**src/rtl/pkt_arb_pkg.sv**
```systemverilog
// Shared types for the two-requester packet arbiter: FSM states, owner index, length limits.
package pkt_arb_pkg;

    typedef enum logic [1:0] {
        ARB_IDLE  = 2'd0,
        ARB_PKT   = 2'd1,
        ARB_DRAIN = 2'd2
    } arb_state_t;

    typedef logic owner_t;

    localparam int unsigned MAX_LEN_DEF = 16;
    localparam int unsigned CNT_W       = 8;

    function automatic logic [1:0] owner_onehot(input owner_t idx);
        return idx ? 2'b10 : 2'b01;
    endfunction

endpackage

```
**src/rtl/pkt_arb_rr.sv**
```systemverilog
// Two-way round-robin picker; purely combinational, zero latency, no backpressure.
// On a tie the requester that did not own the channel last time wins.
module pkt_arb_rr
    import pkt_arb_pkg::*;
(
    input  logic [1:0] i_eligible,
    input  owner_t     i_last_owner,
    output logic       o_win_vld,
    output owner_t     o_win_idx
);

    always_comb begin
        o_win_vld = |i_eligible;
        o_win_idx = 1'b0;
        unique case (i_eligible)
            2'b01:   o_win_idx = 1'b0;
            2'b10:   o_win_idx = 1'b1;
            2'b11:   o_win_idx = ~i_last_owner;
            default: o_win_idx = 1'b0;
        endcase
    end

endmodule

```
**src/rtl/pkt_arbiter.sv**
```systemverilog
// Packet-atomic arbiter of two requesters onto one registered output channel.
// Latency: head seen in IDLE -> out_valid 2 cycles, later beats 1 cycle; owner stalls while output beat unaccepted.
module pkt_arbiter
    import pkt_arb_pkg::*;
#(
    parameter int unsigned DATA_W  = 8,
    parameter int unsigned MAX_LEN = MAX_LEN_DEF
) (
    input  logic              clk,
    input  logic              reset_n,
    input  logic [1:0]        req_valid,
    input  logic [1:0]        req_head,
    input  logic [1:0]        req_tail,
    input  logic [DATA_W-1:0] req_data0,
    input  logic [DATA_W-1:0] req_data1,
    output logic [1:0]        req_ready,
    output logic              out_valid,
    output logic              out_head,
    output logic              out_tail,
    output logic [DATA_W-1:0] out_data,
    input  logic              out_ready,
    output logic [1:0]        grant,
    output logic              err_len
);

    localparam logic [CNT_W-1:0] LEN_LAST = CNT_W'(MAX_LEN - 1);
    localparam logic [CNT_W-1:0] CNT_ONE  = CNT_W'(1);

    arb_state_t         r_state;
    owner_t             r_owner;
    owner_t             r_last_owner;
    logic [1:0]         r_grant;
    logic [CNT_W-1:0]   r_cnt;
    logic               r_out_valid;
    logic               r_out_head;
    logic               r_out_tail;
    logic [DATA_W-1:0]  r_out_data;
    logic               r_err_len;

    logic [1:0]         w_eligible;
    logic               w_win_vld;
    owner_t             w_win_idx;
    logic               w_out_free;
    logic [1:0]         w_ready;
    logic               w_own_vld;
    logic               w_own_tail;
    logic [DATA_W-1:0]  w_own_data;
    logic               w_pkt_acc;
    logic               w_drain_acc;
    logic               w_len_hit;
    logic               w_cnt_sat;

    assign w_eligible = req_valid & req_head;

    pkt_arb_rr u_rr (
        .i_eligible   (w_eligible),
        .i_last_owner (r_last_owner),
        .o_win_vld    (w_win_vld),
        .o_win_idx    (w_win_idx)
    );

    assign w_out_free = ~r_out_valid | out_ready;
    assign w_own_vld  = req_valid[r_owner];
    assign w_own_tail = req_tail[r_owner];
    assign w_own_data = r_owner ? req_data1 : req_data0;
    assign w_len_hit  = (r_cnt == LEN_LAST);
    assign w_cnt_sat  = (r_cnt == '1);

    // Heads are held off in IDLE so the winner's head is taken once it owns the channel.
    always_comb begin
        w_ready = '0;
        unique case (r_state)
            ARB_IDLE:  w_ready = req_valid & ~req_head;
            ARB_PKT:   w_ready[r_owner] = w_out_free;
            ARB_DRAIN: w_ready[r_owner] = 1'b1;
            default:   w_ready = '0;
        endcase
    end

    assign w_pkt_acc   = (r_state == ARB_PKT) & w_own_vld & w_out_free;
    assign w_drain_acc = (r_state == ARB_DRAIN) & w_own_vld;

    always_ff @(posedge clk or negedge reset_n) begin
        if (!reset_n) begin
            r_state      <= ARB_IDLE;
            r_owner      <= 1'b0;
            r_last_owner <= 1'b1;
            r_grant      <= '0;
            r_cnt        <= '0;
            r_out_valid  <= 1'b0;
            r_out_head   <= 1'b0;
            r_out_tail   <= 1'b0;
            r_out_data   <= '0;
            r_err_len    <= 1'b0;
        end else begin
            r_err_len <= 1'b0;
            if (out_ready) begin
                r_out_valid <= 1'b0;
            end
            case (r_state)
                ARB_IDLE: begin
                    if (w_win_vld) begin
                        r_owner <= w_win_idx;
                        r_grant <= owner_onehot(w_win_idx);
                        r_cnt   <= '0;
                        r_state <= ARB_PKT;
                    end
                end
                ARB_PKT: begin
                    if (w_pkt_acc) begin
                        r_out_valid <= 1'b1;
                        r_out_data  <= w_own_data;
                        r_out_head  <= (r_cnt == '0);
                        r_out_tail  <= w_own_tail | w_len_hit;
                        if (!w_cnt_sat) begin
                            r_cnt <= r_cnt + CNT_ONE;
                        end
                        if (w_own_tail) begin
                            r_state      <= ARB_IDLE;
                            r_last_owner <= r_owner;
                            r_grant      <= '0;
                        end else if (w_len_hit) begin
                            r_err_len <= 1'b1;
                            r_state   <= ARB_DRAIN;
                        end
                    end
                end
                ARB_DRAIN: begin
                    if (w_drain_acc) begin
                        if (!w_cnt_sat) begin
                            r_cnt <= r_cnt + CNT_ONE;
                        end
                        if (w_own_tail) begin
                            r_state      <= ARB_IDLE;
                            r_last_owner <= r_owner;
                            r_grant      <= '0;
                        end
                    end
                end
                default: r_state <= ARB_IDLE;
            endcase
        end
    end

    // Ready is combinational, so it is gated to stay low while reset is held.
    assign req_ready = w_ready & {2{reset_n}};
    assign out_valid = r_out_valid;
    assign out_head  = r_out_head;
    assign out_tail  = r_out_tail;
    assign out_data  = r_out_data;
    assign grant     = r_grant;
    assign err_len   = r_err_len;

endmodule

```
**config.mk**
```make
export PLATFORM = sky130hd
export DESIGN_NAME = pkt_arbiter
export DESIGN_NICKNAME = d
export VERILOG_FILES = /design/src/rtl/pkt_arb_pkg.sv /design/src/rtl/pkt_arb_rr.sv /design/src/rtl/pkt_arbiter.sv
export SDC_FILE = /design/constraint.sdc
export NUM_CORES = 1
export LEC_CHECK = 0
export ABC_AREA = 1
export BUFFER_PORTS_ARGS = -buffer_cell sky130_fd_sc_hd__buf_2
export CAP_MARGIN = 25
export CORE_MARGIN = 5
export CORE_UTILIZATION = 45
export DETAILED_ROUTE_END_ITERATION = 12
export GPL_ROUTABILITY_DRIVEN = 0
export PLACE_DENSITY = 0.73
export SLEW_MARGIN = 20
export SYNTH_ARGS = -nofsm -noshare
export SYNTH_HDL_FRONTEND = slang
export SYNTH_SLANG_ARGS = --single-unit
```
**constraint.sdc**
```tcl
create_clock -name clk -period 2.8 [get_ports clk]
set_input_delay 0.28 -clock clk [delete_from_list [all_inputs] [get_ports clk]]
set_output_delay 0.28 -clock clk [all_outputs]
set_load 0.01 [all_outputs]
```
## After elaboration in Yosys (flattened, before gate mapping)

Index checks and enable logic that the tools add are counted.

| word-level totals | value |
|---|---|
| word-level logic and storage cells | 85 |
| bits in writable memories | 0 |
| bits in latches | 0 |
| memories | 0 |
| bits in read-only memories | 0 |
| output and inout bits | 16 |
| register bits | 26 |

| cells by class | value |
|---|---|
| multiplexer cells | 38 |
| bitwise logic cells | 12 |
| multipliers | 0 |
| divide/modulo/power cells | 0 |
| reductions and logical operators | 11 |
| $add $sub $neg | 1 |
| magnitude comparators | 2 |
| equality and inequality tests | 11 |
| shift operators | 0 |

Operators with widths:

| operator | number |
|---|---|
| two-way mux 8 bit | 5 |
| case mux 8 bit (3 select lines) | 1 |
| two-way mux 2 bit | 11 |
| case mux 2 bit (3 select lines) | 3 |
| two-way mux 1 bit | 15 |
| adder 8 x 1 -> 8 bit, second input constant | 1 |
| AND 2 bit | 4 |
| equality test 8 x 4 -> 1 bit, second input constant | 1 |
| equality test 8 bit, second input constant | 1 |
| logical NOT 8 bit | 1 |
| equality test 2 bit, second input constant | 3 |
| inequality test 2 bit, second input constant | 3 |
| AND reduction 5 bit | 1 |
| case mux 1 bit (2 select lines) | 2 |
| AND reduction 2 bit | 2 |
| AND reduction 4 bit | 1 |
| AND 1 bit | 3 |
| inequality test 3 bit, second input constant | 1 |
| AND reduction 3 bit | 1 |
| nonzero test 3 bit | 1 |
| equality test 2 x 1 -> 1 bit, second input constant | 1 |
| logical NOT 2 bit | 1 |
| less-than comparator 1 x 2 -> 1 bit, second input constant | 1 |
| inequality test 2 x 1 -> 1 bit, second input constant | 1 |
| 8 further kinds | 10 |

## Logic depth before layout (Yosys ltp)

Gate-level depths: netlist of run 1.

| depth | value |
|---|---|
| depth after elaboration | 7 |
| mapped depth | 9 |
| mapped depth without buffers | 9 |

## Cells and area by module

Synthesis of run 1 repeated with hierarchy kept, for this count alone.

| second synthesis, totals | value |
|---|---|
| cells, all modules | 212 |
| area total of the unflattened synthesis | 1,601.5 um^2 |

Modules (own cells, without submodules):

| module | cells each | area an instance (um^2) | instances | sequential area each (um^2) |
|---|---|---|---|---|
| pkt_arbiter | 209 | 1,586.5 | 1 | 651.9 |
| pkt_arb_rr | 3 | 15.0 | 1 | 0.0 |

## Worst setup path after synthesis of run 1

OpenSTA, ideal clock, no wires.

| path | value |
|---|---|
| path type | reg2reg |
| from | register r_state[0] |
| to | register r_cnt[3] |
| setup time | 0.117 ns |
| stages on the path, launching flop included | 10 |
| slack | 1.250 ns |
| clock period less this slack | 1.550 ns |
| data arrival time | 1.433 ns |
| cells stage by stage | dfrtp_1 inv_1 ha_1 buf_2 nand3_1 nand2_1 nor2_8 nand2_4 nand2_1 nand2_1 |

| between the ends | value |
|---|---|
| word-level cells in the longest chain between the ends | 5 |
| elaborated cells on any way between the ends | 12 |
| those cells by class | 5 x eq/ne; 1 x mux; 3 x bitwise; 3 x reduce/logical |

Ends and longest elaborated chain:

| item | RTL line | source |
|---|---|---|
| start, declared | pkt_arbiter.sv:29 | `arb_state_t r_state;` |
| start signal, assigned | pkt_arbiter.sv:85 | `r_state <= ARB_IDLE;` |
| start signal, assigned | pkt_arbiter.sv:106 | `r_state <= ARB_PKT;` |
| start signal, assigned | pkt_arbiter.sv:119 | `r_state <= ARB_IDLE;` |
| equality test 2 x 1 -> 1 bit | pkt_arbiter.sv:80, pkt_arbiter.sv:100 |  |
| AND 1 bit (2 in series) | pkt_arbiter.sv:80 | `assign w_pkt_acc = (r_state == ARB_PKT) & w_own_vld & w_out_free;` |
| inequality test 2 bit (no line) | -- |  |
| AND reduction 4 bit (no line) | -- |  |
| end signal, assigned | pkt_arbiter.sv:116 | `r_cnt <= r_cnt + CNT_ONE;` |
| end signal, assigned | pkt_arbiter.sv:131 | `r_cnt <= r_cnt + CNT_ONE;` |
| end, declared | pkt_arbiter.sv:33 | `logic [CNT_W-1:0] r_cnt;` |

Several ways; a longest one is shown, not always the timed one.
A chain may end at the register's enable or synchronous reset.

## Final worst setup path of run 1

| path | value |
|---|---|
| from | register r_state[0] |
| to | output port req_ready[1] |

| between the ends | value |
|---|---|
| word-level cells in the longest chain between the ends | 3 |
| elaborated cells on any way between the ends | 5 |
| those cells by class | 2 x eq/ne; 1 x mux; 1 x bitwise; 1 x reduce/logical |

Ends and longest elaborated chain:

| item | RTL line | source |
|---|---|---|
| equality test 2 bit (tied with other cells) | pkt_arbiter.sv:72 | `unique case (r_state)` |
| case mux 2 bit (3 select lines) * | pkt_arbiter.sv:72 |  |
| AND 2 bit * | pkt_arbiter.sv:146 | `assign req_ready = w_ready & {2{reset_n}};` |
| end, declared | pkt_arbiter.sv:16 | `output logic [1:0] req_ready,` |

Mark *: on every way between the ends. The rest lies on a longest branch, timed or not.

==> summary.md, run 1 <==
| Metric | Value |
|---|---|
| Largest family of logic cells by synthesized area | `simple AND/OR/NAND/NOR gates` |
| Setup repair bufs after CTS | `0` |
| Final Hold Fails | `0` |
| End of the worst hold path | `out_data[1]$_DFFE_PN0P_` |
| Fmax | `around 520 MHz` |
| Post-DRT Antenna Nets | `0` |
| Register area share after synthesis | `between 30% and 40%` |
| Synth Net Count | `258` |
| Crit path buf inv count | `3` |
| Warnings, synthesis | `0` |
| DRT iter0 DRCs | `82` |
| Syn-to-layout area delta | `17.3%` |
| # port buffers | `40` |
| Unrepaired setup endpoints after global routing | `no` |
| Delay-heaviest family, CP | `flip-flops` |
| Worst-path cell chain | `inv_1, ha_1, inv_1, nor2_1, nand2_1, a31oi_1, buf_2` |
| Via count | `between 1500 and 2000` |
| CTS tree | `yes` |
| CTS Root Cell | `clkbuf_8` |
| Power Dens Cells | `roughly 970 nW/um^2` |
| Worst R2R Setup Slack | `0.93 ns` |
| Avg WL per Cell | `11.6 um` |
| Starting Density | `a little under half` |
| Share of layout cells above drive strength 1 | `between 20% and 30%` |
| Pwr Total | `approximately 1.9 mW` |
| P_int | `1.05 mW` |
| Switching share of power | `between 40% and 50%` |
| Global-route wire length before repair | `approximately 6500 um` |
| Clock power share | `between 15 and 20%` |
| R2R depth | `7` |
| Synth Register Bits | `26` |
| Vias/cell | `between 5 and 6` |
| Endpoints failing setup | `0` |
| Xor/xnor share of the synthesized area | `0%` |
| Setup TNS | `0 ns` |
| Sequential power share | `about a third` |
| Die H | `~71 um` |
| Htree depth | `1` |
| Cell Area, Synth | `between 1500 and 2000 um^2` |
| # placed instances | `about 310` |
| Crit-path max cell delay | `~0.44 ns` |
| Width of the die | `71.1 um` |
| Pre-antenna DRT Iters | `4` |
| Die area | `a little over 5000 um^2` |
| Status | `finished clean` |
| Worst endpoint data arrival time | `1.64 ns` |
| Largest net degree at the start of global routing | `28` |
| Slew @ Worst Pin | `0.716 ns` |
| Startpoint type of the worst setup path | `flop` |
| HP Class | `primary input to flop` |
| Hold Crit Start | `req_data0[1]` |
| DRC viols | `0` |
| Adder-cell share of the synthesized area | `under 10%` |
| Synth top area share | `a little under two fifths` |
| Synthesized-area fraction occupied by and/or/nand/nor cells | `between 30 and 40%` |
| Routed WL | `about 3600 um` |
| Vias in the first global route | `approximately 1500` |
| Pleak | `1.03 nW` |
| IO Pins | `41` |
| Max Cap Viol | `0` |
| Final clock skew | `~0.011 ns` |
| GRT overflow | `0` |
| Row count | `22` |
| CTS Buffer Depth | `2` |
| Peak supply drop | `0.532 mV` |
| Type of the worst setup path | `flop to primary output` |
| Clock latency on the worst-skew pair | `~0.27 ns` |
| Max FO, Critical Path | `5` |
| Critical path required time | `between 2 and 3 ns` |
| Part of the power in combinational logic | `around 50%` |
| Tmin final | `1.92 ns` |
| Core Footprint | `about 3600 um^2` |
| TritonCTS buffer count | `3` |
| Library cells used by synthesis | `24` |
| Synth Area per Inst | `~7.4 um^2` |
| Nets | `around 300` |
| Final Non-Filler Cells | `about 310` |
| Post-route setup slack | `0.879 ns` |
| RR Endpoint | `r_cnt[6]$_DFFE_PN0P_` |
| Relative slew margins | `52.2%` |
| CP Capture Type | `primary output` |
| Hpwl dp | `approximately 2800 um` |
| Slew Viols, Final | `0` |
| GRT Util Overall | `between 10% and 20%` |
| Complex-gate fraction of the synthesized area | `about a tenth` |
| Place WS | `around 0.95 ns` |
| Mapped Cells | `about 230` |
| Synth area leader | `dfrtp_1` |
| CP max stage cell | `dfrtp_1` |
| RR Startpoint | `r_owner$_DFFE_PN0P_` |
| Initial antenna violation count | `0` |
| Largest cells by area after synthesis | `dfrtp_1, nand2_1, nor2_1` |
| Proportion of synthesized area in mux cells | `0%` |
| # diodes | `0` |
| Hold Path Depth | `3` |
| Clock slew at reported path FFs | `approximately 0.09 ns` |
| Crit-path most repeated cell | `inv_1` |
| Clock Sinks | `26` |
| Switch Pwr | `0.866 mW` |
| Crit share post-route | `roughly two thirds` |
[sequential cells by signal (all words and copies together), names as in the netlist]
register	flops
out_data	8
grant	2
r_owner	1
err_len	1
out_valid	1
out_tail	1
out_head	1
r_last_owner	1
r_cnt	8
r_state	2
[final cells by class]
cell class / instances / area (um^2)
Sequential cell: 26 / 652
Inverter: 14 / 60.1
Tap cell: 48 / 60.1
Clock inverter: 1 / 30.0
Multi-Input combinational cell: 179 / 912
Fill cell: 367 / 1660
Clock buffer: 3 / 41.3
Timing Repair Buffer: 42 / 218
[tightest hold or removal path, stage by stage]
cell	delay (ns)
buf_2	0.09
nor2_1	0.07
o31ai_1	0.07
[synthesized netlist by cell type (all sizes together)]
library cell  instances
ha                    7
dfrtp                25
nand2                78
nor4                  1
nor2                 43
a21boi                1
dfstp                 1
o21ai                 7
a21oi                 6
buf                   7
nand4                 1
nand3                23
o31ai                 9
inv                  14
a31oi                 3
[layout by cell type, fill, tap and decap left out, drive strengths merged]
cell,count
o31ai,9
dlygate4sd3,1
nand4,1
dfstp,1
bufinv,1
a21oi,6
nand3,23
dfrtp,25
ha,7
nor4,1
inv,14
buf,41
nor2,43
o21ai,7
clkbuf,3
a21boi,1
a31oi,3
nand2,78
[routing by layer]
layer | wire length (um) | track usage, % | vias up
met1 | 1650 | 19.6 | 739
met5 | 0 | 0 | -
met2 | 1750 | 27.0 | 35
li1 | - | - | 812
met3 | 204 | 2.84 | 5
met4 | 41 | 4.18 | 0
[what timing repair did]
action,4_1_cts,5_1_grt
resized for setup,0,0
hold endpoints to repair,14,0
hold buffers,1,0
[logic make-up (layout without fill, tap and decap cells)]
logic type | Yosys count | in the layout
buf+inv | 21 | 60
simple gates | 146 | 146
fa+ha+maj | 7 | 7
flops | 26 | 26
compound gates | 26 | 26
[worst max-delay path by stage]
stage / start / end / slack (ns) / cells past startpoint
2_1_floorplan: r_state[0]$_DFFE_PN0P_ / r_cnt[3]$_DFFE_PN0P_ / 1.25 / 9
3_3_place_gp: r_owner$_DFFE_PN0P_ / r_cnt[2]$_DFFE_PN0P_ / 0.96 / 7
3_5_place_dp: r_owner$_DFFE_PN0P_ / r_cnt[4]$_DFFE_PN0P_ / 0.95 / 7
4_1_cts: reset_n / req_ready[1] / 0.86 / 6
5_1_grt: r_state[0]$_DFFE_PN0P_ / r_cnt[6]$_DFFE_PN0P_ / 0.72 / 9
6_report: r_state[0]$_DFFE_PN0P_ / req_ready[1] / 0.88 / 7
[per-stage QoR]
| stage | utilization, % | hold WS (ns) | cell area [um^2] |
|---|---|---|---|
| floorplan | - | -0.0156 | 1680 |
| detailed placement | 52.1 | 0.293 | 1890 |
| global route | 54.3 | 0.299 | 1970 |
| CTS | 54.3 | 0.287 | 1970 |
| finish | 54.3 | 0.283 | 1970 |
| global placement | 52.1 | 0.291 | 1890 |
[power groups by stage]
stage                     Combinational (mW)  Clock (mW)  Sequential, mW
after floorplan                        0.780           0           0.623
after global placement                 0.956           0           0.639
after detailed placement               0.972           0           0.642
after CTS                              0.977       0.315           0.634
after global routing                    1.11       0.334           0.654
final                                  0.967       0.307           0.637
(Power assumes the default switching activity.)
==> run 2, diff against run 1 <==
==> constraint.sdc (replaced) <==
create_clock -name clk -period 1.9 [get_ports clk]
set_input_delay 0.19 -clock clk [delete_from_list [all_inputs] [get_ports clk]]
set_output_delay 0.19 -clock clk [all_outputs]
set_load 0.01 [all_outputs]
==> summary.md, run 2 (same netlist as run 1, synthesis figures left out) <==
| Metric | Value |
|---|---|
| DRT iter0 DRCs | `51 (was 82)` |
| Via count | `1588 (was 1591)` |
| Crit path buf inv count | `2 (was 3)` |
| Place WS | `0.238 ns (was 0.949 ns)` |
| Pwr Total | `2.76 mW (was 1.91 mW)` |
| Unrepaired setup endpoints after global routing | `no (unchanged)` |
| Core Footprint | `3630 um^2 (unchanged)` |
| CP Capture Type | `primary output (unchanged)` |
| Starting Density | `46.3% (unchanged)` |
| Largest net degree at the start of global routing | `27 (was 28)` |
| Htree depth | `1 (unchanged)` |
| CTS Root Cell | `clkbuf_8 (unchanged)` |
| GRT Util Overall | `15.0% (was 15.5%)` |
| Syn-to-layout area delta | `18.2% (was 17.3%)` |
| # diodes | `0 (unchanged)` |
| Avg WL per Cell | `11.5 um (was 11.6 um)` |
| Routed WL | `3670 um (was 3640 um)` |
| Vias/cell | `4.99 (was 5.08)` |
| Post-route setup slack | `0.146 ns (was 0.879 ns)` |
| Power Dens Cells | `1390 nW/um^2 (was 968 nW/um^2)` |
| Relative slew margins | `63.3% (was 52.2%)` |
| Worst R2R Setup Slack | `0.28 ns (was 0.93 ns)` |
| Pleak | `1.04 nW (was 1.03 nW)` |
| HP Class | `primary input to flop (unchanged)` |
| Row count | `22 (unchanged)` |
| TritonCTS buffer count | `3 (unchanged)` |
| # placed instances | `311 (was 308)` |
| CP max stage cell | `dfrtp_1 (unchanged)` |
| Global-route wire length before repair | `6130 um (was 6510 um)` |
| Max Cap Viol | `0 (unchanged)` |
| Die H | `71.1 um (unchanged)` |
| Clock latency on the worst-skew pair | `0.27 ns (about the same)` |
| IO Pins | `41 (unchanged)` |
| Fmax | `570 MHz` |
| Highest-count cells in the layout ignoring fill and taps | `nand2_1, nor2_1, buf_2, dfrtp_1, nand3_1 (unchanged)` |
| Pre-antenna DRT Iters | `5 (was 4)` |
| Endpoints failing setup | `0 (unchanged)` |
| Startpoint type of the worst setup path | `flop (unchanged)` |
| GRT overflow | `0 (unchanged)` |
| DRC viols | `0 (unchanged)` |
| Die area | `5060 um^2 (unchanged)` |
| Tmin final | `approximately 1.8 ns` |
| Status | `finished clean (unchanged)` |
| # port buffers | `40 (unchanged)` |
| Vias in the first global route | `1393 (was 1520)` |
| Hpwl dp | `2840 um (was 2810 um)` |
| Peak supply drop | `0.853 mV (was 0.532 mV)` |
| Setup TNS | `0 ns (unchanged)` |
| Clock slew at reported path FFs | `0.09 ns (about the same)` |
| Post-DRT Antenna Nets | `0 (unchanged)` |
| Final Hold Fails | `0 (unchanged)` |
| Max FO, Critical Path | `12 (was 5)` |
| Clock Sinks | `26 (unchanged)` |
| Slew @ Worst Pin | `0.551 ns (was 0.716 ns)` |
| Finished Cell Area | `1990 um^2 (was 1970 um^2)` |
| Crit share post-route | `between 90% and 100%` |
| Slew Viols, Final | `0 (unchanged)` |
| Initial antenna violation count | `0 (unchanged)` |
| Share of layout cells above drive strength 1 | `23.3% (was 21.9%)` |
| CTS tree | `yes (unchanged)` |
| Placed cell area | `1910 um^2 (was 1890 um^2)` |
| Final hold slack | `0.190 ns (was 0.283 ns)` |
| Type of the worst setup path | `flop to primary output (unchanged)` |
| Delay-heaviest family, CP | `flip-flops (unchanged)` |
| Critical path required time | `1.71 ns (was 2.52 ns)` |
| Nets | `303 (was 298)` |
| Worst-path cell chain | `buf_4, nand3_1, a31oi_1, buf_2 (was inv_1, ha_1, inv_1, nor2_1, nand2_1, a31oi_1, buf_2)` |
| CTS Buffer Depth | `2 (unchanged)` |
| Width of the die | `71.1 um (unchanged)` |
| Final Non-Filler Cells | `318 (was 313)` |
| Crit-path max cell delay | `0.70 ns (was 0.44 ns)` |
| Final clock skew | `0.00414 ns (was 0.0108 ns)` |
| Most common cell after layout, fill and taps aside | `nand2_1 (unchanged)` |
| Util after Layout | `54.7% (was 54.3%)` |
| Worst endpoint data arrival time | `1.56 ns (was 1.64 ns)` |
==> run 2: path summary, 6_finish.rpt <==
path,end,startpoint,depth (start not counted)
max in group asynchronous,r_last_owner$_DFFE_PN1P_,reset_n,3
min in group asynchronous,r_state[0]$_DFFE_PN0P_,reset_n,3
worst min-delay path,out_data[1]$_DFFE_PN0P_,req_data0[1],3
worst min register to register,r_last_owner$_DFFE_PN1P_,r_last_owner$_DFFE_PN1P_,2
worst max-delay path,req_ready[1],r_owner$_DFFE_PN0P_,4
worst max register to register,r_cnt[3]$_DFFE_PN0P_,r_state[1]$_DFFE_PN0P_,7
==> run 2: cell type report <==
| type | instances | area [um^2] |
|---|---|---|
| fill | 372 | 1650 |
| multi-input combinational | 179 | 915 |
| sequential | 26 | 652 |
| timing repair buffer | 47 | 255 |
| inverter | 14 | 60.1 |
| tap | 48 | 60.1 |
| clock buffer | 4 | 45.0 |
==> run 2: timing repair <==
item	in CTS	in global routing
endpoints found under the hold margin	25	0
endpoints found under the setup margin	0	1
resized for setup	0	1
hold buffers	1	0
setup buffers	0	2
==> run 2: metal layers <==
layer | track usage [%] | share of wire, % | wire, um
met1 | 20.1 | 48 | 1750
met2 | 24.3 | 46 | 1690
met3 | 2.27 | 4.7 | 174
met4 | 5.64 | 1.4 | 53
met5 | 0 | 0 | 0
==> run 2: worst reg2reg max path: stages (launching register included) <==
cell and delay [ns]:
dfrtp_1 0.39, inv_1 0.10, ha_1 0.38, nand3_4 0.20, nand2_4 0.21, nand2_4 0.11, nand2_1 0.07, nand2_1 0.05
==> run 2: where the power goes <==
group	internal [mW]	switching [mW]	leakage, nW
Combinational	0.577	0.956	0.684
Clock	0.150	0.169	0.0228
Sequential	0.747	0.163	0.335
Total	1.47	1.29	1.04
==> run 3, diff against run 2 <==
--- a/config.mk
+++ b/config.mk
@@ -10,6 +10,7 @@
 export CAP_MARGIN = 25
 export CORE_MARGIN = 5
 export CORE_UTILIZATION = 45
+export CTS_BUF_LIST = sky130_fd_sc_hd__clkbuf_8 sky130_fd_sc_hd__clkbuf_16
 export DETAILED_ROUTE_END_ITERATION = 12
 export GPL_ROUTABILITY_DRIVEN = 0
 export PLACE_DENSITY = 0.73
==> constraint.sdc (replaced) <==
create_clock -name clk -period 1.9 [get_ports clk]
set_input_delay 0.38 -clock clk [delete_from_list [all_inputs] [get_ports clk]]
set_output_delay 0.38 -clock clk [all_outputs]
set_load 0.01 [all_outputs]
==> summary.md, run 3 (same netlist as run 1, synthesis figures left out) <==
| Metric | Value |
|---|---|
| Crit path from | `r_state[1]$_DFFE_PN0P_ (was r_owner$_DFFE_PN0P_)` |
| Highest-count cells in the layout ignoring fill and taps | `nand2_1, nor2_1, buf_2, dfrtp_1, nand3_1 (unchanged)` |
| Power Dens Cells | `1450 nW/um^2 (was 1390 nW/um^2)` |
| GRT overflow | `0 (unchanged)` |
| CTS tree | `yes (unchanged)` |
| Pre-antenna DRT Iters | `5 (unchanged)` |
| Unrepaired setup endpoints after global routing | `yes (was no)` |
| Via count | `1643 (was 1588)` |
| Peak supply drop | `0.857 mV (was 0.853 mV)` |
| Sequential power share | `30.7% (was 32.9%)` |
| Die area | `5060 um^2 (unchanged)` |
| # port buffers | `40 (unchanged)` |
| Switch Pwr | `1.41 mW (was 1.29 mW)` |
| Part of the power in combinational logic | `57.0% (was 55.5%)` |
| Clock slew at reported path FFs | `0.10 ns (was 0.09 ns)` |
| Hpwl dp | `2860 um (was 2840 um)` |
| Status | `finished clean (unchanged)` |
| Type of the worst setup path | `flop to primary output (unchanged)` |
| Startpoint type of the worst setup path | `flop (unchanged)` |
| GRT Util Overall | `16.2% (was 15.0%)` |
| Util after Layout | `57.2% (was 54.7%)` |
| Htree depth | `1 (unchanged)` |
| Worst endpoint data arrival time | `1.48 ns (was 1.56 ns)` |
| Crit-path max cell delay | `0.41 ns (was 0.70 ns)` |
| P_int | `1.61 mW (was 1.47 mW)` |
| Most common cell after layout, fill and taps aside | `nand2_1 (unchanged)` |
| Pleak | `1.06 nW (was 1.04 nW)` |
| Finished Cell Area | `2080 um^2 (was 1990 um^2)` |
| Vias/cell | `5.13 (was 4.99)` |
| Fmax | `537 MHz (was 570 MHz)` |
| DRT iter0 DRCs | `93 (was 51)` |
| Switching share of power | `46.7% (was 46.6%)` |
| Final hold slack | `0.113 ns (was 0.190 ns)` |
| CTS Root Cell | `clkbuf_8 (unchanged)` |
| Final Non-Filler Cells | `320 (was 318)` |
| # placed instances | `312 (was 311)` |
| Die H | `71.1 um (unchanged)` |
| Largest net degree at the start of global routing | `27 (unchanged)` |
| CTS Buffer Depth | `2 (unchanged)` |
| Slew @ Worst Pin | `0.464 ns (was 0.551 ns)` |
| Layout fillers | `335 (was 372)` |
| Crit-path most repeated cell | `nor2_1` |
| Final Hold Fails | `0 (unchanged)` |
| Crit share post-route | `98.0% (was 92.3%)` |
| Post-DRT Antenna Nets | `0 (unchanged)` |
| Clock latency on the worst-skew pair | `0.27 ns (about the same)` |
| Relative slew margins | `69.0% (was 63.3%)` |
| Post-route setup slack | `0.0381 ns (was 0.146 ns)` |
| Initial antenna violation count | `0 (unchanged)` |
| Tmin final | `1.86 ns (was 1.75 ns)` |
| Critical path required time | `1.52 ns (was 1.71 ns)` |
| Routed WL | `4110 um (was 3670 um)` |
| Place WS | `0.233 ns (was 0.238 ns)` |
| TritonCTS buffer count | `3 (unchanged)` |
| Nets | `305 (was 303)` |
| Share of layout cells above drive strength 1 | `28.7% (was 23.3%)` |
| Width of the die | `71.1 um (unchanged)` |
| Worst-path cell chain | `inv_2, ha_1, a21oi_2, nor2_1, a21oi_1, nor2_1, buf_2 (was buf_4, nand3_1, a31oi_1, buf_2)` |
| Final clock skew | `0.00660 ns (was 0.00414 ns)` |
| DRC viols | `0 (unchanged)` |
| Global-route wire length before repair | `6820 um (was 6130 um)` |
| Max FO, Critical Path | `3 (was 12)` |
| Row count | `22 (unchanged)` |
| Syn-to-layout area delta | `23.7% (was 18.2%)` |
| Vias in the first global route | `1557 (was 1393)` |
| Core Footprint | `3630 um^2 (unchanged)` |
| # diodes | `0 (unchanged)` |
| RR Startpoint | `r_state[1]$_DFFE_PN0P_ (unchanged)` |
| Slew Viols, Final | `0 (unchanged)` |
| Clock power share | `12.3% (was 11.6%)` |
| Setup TNS | `0 ns (unchanged)` |
| Starting Density | `46.3% (unchanged)` |
| Endpoints failing setup | `0 (unchanged)` |
| Placed cell area | `1920 um^2 (was 1910 um^2)` |
| HP Class | `primary input to asynchronous set/reset pin (was primary input to flop)` |
| Pwr Total | `3.01 mW (was 2.76 mW)` |
| Clock Sinks | `26 (unchanged)` |
| Avg WL per Cell | `12.8 um (was 11.5 um)` |
| CTS Hold Buffers Added | `0 (was 1)` |
| CP max stage cell | `dfrtp_1 (unchanged)` |
| IO Pins | `41 (unchanged)` |
| CP Capture Type | `primary output (unchanged)` |
| Max Cap Viol | `0 (unchanged)` |
run 3: cell types whose count changed in the layout (fill, tap and decap cells not counted), moves of 2 or more:
| cell | previous run | this run |
|---|---|---|
| ha_4 | 0 | 4 |
| inv_2 | 0 | 2 |
| buf_6 | 0 | 2 |
| inv_1 | 13 | 9 |
| ha_1 | 6 | 3 |
| inv_4 | 0 | 2 |
run 3: timing repair:
| action | in CTS | in global routing |
|---|---|---|
| pin swaps | 0 | 3 |
| resized for setup | 4 | 16 |
| buffers inserted | 3 | 1 |
| setup endpoints to repair | 2 | 2 |
run 3: layer usage:
layer	share of wire, %	GRT usage, %	vias up	wire length [um]
li1	-	-	825	-
met3	6.4	2.41	5	264
met5	0	0	-	0
met4	1.1	4.80	0	44
met2	50	27.6	57	2040
met1	43	21.2	756	1750
run 3: final cells by class:
type	count	area [um^2]	area share, %
tap	48	60.1	2.89
timing repair buffer	49	275	13.2
sequential	26	653	31.4
multi-input combinational	179	971	46.7
clock buffer	4	55.1	2.65
inverter	14	65.1	3.13
run 3: worst paths after layout:
kind / end / slack [ns] / depth (start not counted)
setup / recovery: req_ready[0] / 0.04 / 7
hold / removal: r_state[1]$_DFFE_PN0P_ / 0.11 / 2
setup reg to reg: r_state[0]$_DFFE_PN0P_ / 0.22 / 9
hold reg to reg: r_last_owner$_DFFE_PN1P_ / 0.48 / 2
max in group asynchronous: r_last_owner$_DFFE_PN1P_ / 1.49 / 2
min in group clk: out_data[1]$_DFFE_PN0P_ / 0.37 / 3
run 3: critical path, delay by kind of cell, from the launching register on:
kind	cells	cell delay [ns]
adder cells (fa/ha/maj)	1	0.21
AND/OR/NAND/NOR	2	0.10
flip-flops	1	0.41
buffers and inverters	2	0.23
AO/OA/AOI/OAI	2	0.27
run 3: power by group through the flow:
stage	clock network, mW	registers, mW	logic, mW
detailed placement	0	0.924	1.54
CTS	0.374	0.909	1.59
finish	0.370	0.925	1.72
global route	0.398	0.955	1.93
floorplan	0	0.918	1.15
global placement	0	0.918	1.51
